**src/rtl/light_seq_ctrl.sv**
```systemverilog
// light_seq_ctrl
//   Sequencing controller for a light pattern generator. Selects one of three
//   modes (sel 00/01/10), emits a periodic one-cycle step strobe and pulses a
//   pattern reset whenever the mode changes. A mode advance comes from a
//   rising edge of the conditioned button, or from the dwell counter when
//   auto cycling is enabled.
//
// Parameters
//   CLK_DIV     clocks per step strobe (>= 2)
//   DWELL_STEPS steps spent in each mode while auto cycling (>= 1)
//   DEB_CYCLES  consecutive high samples needed to qualify the button (>= 2)
//
// Build option
//   DEBOUNCE_EN  when defined, the synchronized button must stay high for
//                DEB_CYCLES samples before it counts as pressed; otherwise the
//                synchronized level is used directly and DEB_CYCLES is unused.
//
// Ports
//   clk      in   system clock, rising edge
//   rst      in   synchronous active-high reset
//   btn_next in   raw asynchronous button, advances the mode
//   auto_en  in   level, enables dwell-based auto advance
//   pause    in   level, freezes step generation (button still works)
//   sel      out  [1:0] registered mode select
//   step     out  registered one-cycle step strobe
//   pat_rst  out  registered pattern generator reset (high in INIT/SWITCH)
module light_seq_ctrl #(
  parameter int unsigned CLK_DIV     = 4,
  parameter int unsigned DWELL_STEPS = 16,
  parameter int unsigned DEB_CYCLES  = 8
) (
  input  logic       clk,
  input  logic       rst,
  input  logic       btn_next,
  input  logic       auto_en,
  input  logic       pause,
  output logic [1:0] sel,
  output logic       step,
  output logic       pat_rst
);

  localparam int unsigned PW = (CLK_DIV > 2) ? $clog2(CLK_DIV) : 1;
  localparam int unsigned DW = (DWELL_STEPS > 1) ? $clog2(DWELL_STEPS + 1) : 1;
  localparam logic [PW-1:0] PRESC_LAST = PW'(CLK_DIV - 1);
  localparam logic [PW-1:0] PRESC_PRE  = PW'(CLK_DIV - 2);
  localparam logic [DW-1:0] DWELL_LAST = DW'(DWELL_STEPS - 1);

  typedef enum logic [1:0] {
    ST_INIT,
    ST_RUN,
    ST_SWITCH
  } state_t;

  state_t        r_state;
  state_t        w_state_nxt;
  logic [1:0]    r_sel;
  logic [1:0]    w_sel_nxt;
  logic          r_step;
  logic          w_step_nxt;
  logic          r_pat_rst;
  logic          w_pat_rst_nxt;
  logic [PW-1:0] r_presc;
  logic [PW-1:0] w_presc_nxt;
  logic [DW-1:0] r_dwell;
  logic [DW-1:0] w_dwell_nxt;
  logic          r_pend;
  logic          w_pend_nxt;

  logic          r_sync1;
  logic          r_sync2;
  logic          r_btn_prev;
  logic          w_btn_cond;
  logic          w_btn_edge;
  logic          w_dwell_req;
  logic          w_adv;

  // Two-flop synchronizer plus previous conditioned level for edge detection.
  always_ff @(posedge clk) begin
    if (rst) begin
      r_sync1    <= 1'b0;
      r_sync2    <= 1'b0;
      r_btn_prev <= 1'b0;
    end else begin
      r_sync1    <= btn_next;
      r_sync2    <= r_sync1;
      r_btn_prev <= w_btn_cond;
    end
  end

`ifdef DEBOUNCE_EN
  localparam int unsigned CW = $clog2(DEB_CYCLES);
  localparam logic [CW-1:0] DEB_LAST = CW'(DEB_CYCLES - 1);

  logic [CW-1:0] r_deb_cnt;
  logic          r_deb;

  // Qualified high once DEB_CYCLES consecutive high samples have been seen;
  // any low sample drops it immediately and restarts the count.
  always_ff @(posedge clk) begin
    if (rst || !r_sync2) begin
      r_deb_cnt <= '0;
      r_deb     <= 1'b0;
    end else if (r_deb_cnt == DEB_LAST) begin
      r_deb     <= 1'b1;
    end else begin
      r_deb_cnt <= r_deb_cnt + 1'b1;
    end
  end

  assign w_btn_cond = r_deb;
`else
  assign w_btn_cond = r_sync2;
`endif

  assign w_btn_edge = w_btn_cond & ~r_btn_prev;

  // Outputs are registered from next-state values, so step is scheduled one
  // cycle ahead: it is loaded while the prescaler sits at CLK_DIV-2 and is
  // visible in the cycle the prescaler reads CLK_DIV-1.
  always_comb begin
    w_state_nxt   = r_state;
    w_sel_nxt     = r_sel;
    w_step_nxt    = 1'b0;
    w_pat_rst_nxt = 1'b1;
    w_presc_nxt   = r_presc;
    w_dwell_nxt   = r_dwell;
    w_pend_nxt    = r_pend;
    w_dwell_req   = 1'b0;
    w_adv         = 1'b0;

    case (r_state)
      ST_INIT: begin
        w_state_nxt   = ST_RUN;
        w_pat_rst_nxt = 1'b0;
        w_presc_nxt   = '0;
        w_dwell_nxt   = '0;
        w_pend_nxt    = 1'b0;
      end

      ST_SWITCH: begin
        w_state_nxt   = ST_RUN;
        w_pat_rst_nxt = 1'b0;
        w_presc_nxt   = '0;
        w_dwell_nxt   = '0;
        // A press during the switch is held over and served on the first RUN cycle.
        if (w_btn_edge) begin
          w_pend_nxt = 1'b1;
        end
      end

      ST_RUN: begin
        // The step already on the output is counted even if pause rose in
        // that same cycle; pause only stops new steps from being issued.
        if (!auto_en) begin
          w_dwell_nxt = '0;
        end else if (r_step) begin
          if (r_dwell == DWELL_LAST) begin
            w_dwell_req = 1'b1;
            w_dwell_nxt = '0;
          end else begin
            w_dwell_nxt = r_dwell + 1'b1;
          end
        end

        // Coinciding sources collapse into a single advance.
        w_adv = w_btn_edge | w_dwell_req | r_pend;

        if (w_adv) begin
          w_state_nxt   = ST_SWITCH;
          w_sel_nxt     = (r_sel == 2'd2) ? 2'd0 : r_sel + 2'd1;
          w_pend_nxt    = 1'b0;
          w_pat_rst_nxt = 1'b1;
        end else begin
          w_pat_rst_nxt = 1'b0;
          if (!pause) begin
            w_presc_nxt = (r_presc == PRESC_LAST) ? '0 : r_presc + 1'b1;
            w_step_nxt  = (r_presc == PRESC_PRE);
          end
        end
      end

      default: begin
        w_state_nxt = ST_INIT;
      end
    endcase
  end

  always_ff @(posedge clk) begin
    if (rst) begin
      r_state   <= ST_INIT;
      r_sel     <= '0;
      r_step    <= 1'b0;
      r_pat_rst <= 1'b1;
      r_presc   <= '0;
      r_dwell   <= '0;
      r_pend    <= 1'b0;
    end else begin
      r_state   <= w_state_nxt;
      r_sel     <= w_sel_nxt;
      r_step    <= w_step_nxt;
      r_pat_rst <= w_pat_rst_nxt;
      r_presc   <= w_presc_nxt;
      r_dwell   <= w_dwell_nxt;
      r_pend    <= w_pend_nxt;
    end
  end

  assign sel     = r_sel;
  assign step    = r_step;
  assign pat_rst = r_pat_rst;

endmodule

```
**config.mk**
```make
export PLATFORM = sky130hd
export DESIGN_NAME = light_seq_ctrl
export DESIGN_NICKNAME = d
export VERILOG_FILES = /design/src/rtl/light_seq_ctrl.sv
export SDC_FILE = /design/constraint.sdc
export NUM_CORES = 1
export LEC_CHECK = 0
export ABC_AREA = 1
export CORE_MARGIN = 2
export CORE_UTILIZATION = 40
export CTS_BUF_LIST = sky130_fd_sc_hd__clkbuf_8
export CTS_CLUSTER_DIAMETER = 100
export DETAILED_ROUTE_END_ITERATION = 10
export SLEW_MARGIN = 10
export SYNTH_ARGS = -nofsm -noshare
export SYNTH_HDL_FRONTEND = slang
export SYNTH_SLANG_ARGS = --single-unit
```
**constraint.sdc**
```tcl
create_clock -name clk -period 1.49 [get_ports clk]
set_input_delay 0.149 -clock clk [delete_from_list [all_inputs] [get_ports clk]]
set_output_delay 0.149 -clock clk [all_outputs]
set_load 0.005 [all_outputs]
```
==> flow_summary.yaml <==
worst_setup_path:
  rrSetupSlack_ns: 0.15
  reg2regPathDepth: 8
  r2r_end: "r_state[0]"
  start_kind: "flop"
  crit_arrival_ns: 1.49
  r2r_start: "r_dwell[0]"
  end_kind: "flop"
  worstPathRequired_ns: 1.64
  worst-path-max-fanout: 4
  crit_type: "reg -> reg"
sta:
  setup_viol: 0
  fin_ws_ns: 0.148
  post-route-min-period_ns: 1.34
  hold_viol: 0
  rsz0062_at_grt: "false"
  worstMarginPinSlew_ns: 0.277
  slew_headroom_pct: 81.5
  slew_violations: 0
  fin_worst_skew_ns: 0.00199
  max_freq_mhz: 745
  fin_crit_sh_pct: 90.1
  fin_setup_tns_ns: 0
pwr:
  p_int_mw: 0.680
  ir_drop_mv: 0.641
  swShare_pct: 22.5
  p_clk_share_pct: 37.9
  pwr-share-seq_pct: 54.2
  finalPower_mw: 0.877
  powerDensity_nw_per_um2: 986
  combPwrFrac_pct: 8.0
  net-switching-power_mw: 0.197
  power.leakage_nw: 0.362
global_routing:
  grt_pass1_wl_um: 2100
  overflow: 0
  grt_pass1_vias: 526
  grt_usage_pct: 14.0
  antenna_found_initial: 0
  grt_max_degree: 10
logic_synthesis:
  synth-seq-cells: 17
  async_reset_ff_share_pct: 0
  synth.net_count: 105
  synth-edff-count: 0
  avgSynthCellArea_um2: 7.52
  yosysWarnings: 0
  ys_seq_area_share_pct: 46.7
  synth_top_area_share_pct: 46.7
  yosys_most_used_dff: "dfxtp_1"
  yosysTopAreaCell: "dfxtp_1"
  netlist_instances: 97
  syn_area_um2: 729
  synth_cell_types: 17
  ys_top_cells_by_area: "dfxtp_1 (47%), nand2_1 (8.7%), nor2_1 (7.7%)"
detailed_routing:
  finalWirelength_um: 1310
  highest_layer: "met4"
  routedWlPerCell_um: 9.74
  vias: 616
  first_pass_iters: 4
  ant_nets: 0
  wl_met2_um: 530
  viasPerCell: 4.60
  dr_wl_met3_um: 53
  drt-met1-wl_um: 705
  drt_iter0_drc: 10
  route.detailed.drc: 0
floorplanning:
  die_area_um2: 2180
  io_pins: 9
  die_y_um: 46.7
  die_w_um: 46.7
  core_area_um2: 1730
  initial_core_util_pct: 42.2
  rows: 15
hold_path:
  hold_class: "reg -> reg"
  holdPathStages: 2
  min_to: "r_sync2"
  hp-start: "r_sync1"
clock_network:
  cts_tree: "yes"
  clock_latency_ns: 0.25
  cts_resized: 0
  numCtsBuffers: 3
  cts_hold_buf: 0
  cts_root_buf: "clkbuf_8"
  h-tree-depth: 1
  post_cts_buffers: 0
  clockBufferDepth: 2
  cts_sinks: 17
  clk_pin_slew_ns: 0.06
finish:
  fin_area_um2: 890
  nNetsFinal: 118
  drive_gt1_share_pct: 8.26
  mostFrequentLayoutCells: "nand2_1 (17), dfxtp_1 (17), nor2_1 (15), inv_1 (14), nand3_1 (9)"
  fillCellCount: 176
  num_antenna_cells: 0
  multi_input_area_um2: 329
  seqCellArea_um2: 340
  area_growth_pct: 22.0
placement:
  post-place-ws_ns: 0.0694
  gp_congestion: 0.775
  io_buffers: 8
  postPlaceCellArea_um2: 845
  post-dp-hpwl_um: 990
outcome:
  status: "complete, no violations"
job:
  maxCapViolCount: 0
critical path: stages (launching register included):
cell	delay [ns]
dfxtp_1	0.36
ha_1	0.18
nand2_1	0.07
nor2_1	0.13
nand3_1	0.11
nand2_1	0.11
nand2_1	0.11
nand3_1	0.11
inv_1	0.04
power by group through the flow:
| stage | registers, mW | clock network, mW | logic (mW) |
|---|---|---|---|
| CTS | 0.475 | 0.345 | 0.0704 |
| global placement | 0.485 | 0 | 0.0701 |
| finish | 0.475 | 0.332 | 0.0698 |
| detailed placement | 0.485 | 0 | 0.0702 |
| floorplan | 0.484 | 0 | 0.0413 |
| global route | 0.476 | 0.365 | 0.0791 |
stage by stage:
step	cells	utilization, %	hold slack [ns]
floorplan	97	-	0.218
global placement	130	48.9	0.398
detailed placement	130	48.9	0.396
CTS	134	51.5	0.407
global route	134	51.5	0.418
finish	134	51.5	0.404
how the worst max path moves through the flow:
| stage | start | end | slack, ns | depth (start not counted) |
|---|---|---|---|---|
| after CTS | r_dwell[0] | r_state[0] | 0.13 | 8 |
| after global routing | r_dwell[1] | sel[1] | 0.02 | 8 |
| final | r_dwell[0] | r_state[0] | 0.15 | 8 |
| after detailed placement | auto_en | r_state[0] | 0.07 | 8 |
| after floorplan | r_dwell[0] | r_presc[0] | 0.32 | 8 |
| after global placement | auto_en | r_state[0] | 0.07 | 8 |
flip-flops by register name (all words and copies together) (netlist names):
register and cells:
pat_rst 1, r_sync1 1, r_presc 2, r_state 2, r_pend 1, r_sync2 1
step 1, r_dwell 5, r_btn_prev 1, sel 2
cells in the mapped netlist (2+ instances only):
library cell,instances
nand3_1,9
nor3_1,3
inv_2,2
a21oi_1,8
dfxtp_1,17
o21ai_0,2
nor2_4,2
ha_1,3
nor2_1,15
nand2_1,17
inv_1,13
cell families (layout without fill, tap and decap cells):
group           count (synthesis)  in the layout  share of synthesized area (%)
compound gates                 14             14                           11.0
xor+xnor                        1              1                           1.20
fa+ha+maj                       3              3                           5.15
buf+inv                        16             28                           8.23
flops                          17             17                           46.7
simple gates                   46             46                           27.8
layer usage:
metal	GRT usage, %	vias to the layer above
met2	19.2	12
met5	0	-
li1	-	329
met3	4.71	2
met4	6.67	0
met1	19.5	273
final cells by class:
cell class                 count  share of cell area, %
sequential                    17                   38.3
multi-input combinational     64                   37.0
timing repair buffer           9                   9.85
inverter                      15                   6.33
clock buffer                   3                   4.64
tap                           25                   3.52
clock inverter                 1                  0.422
Power figures use the tool's default switching activity.
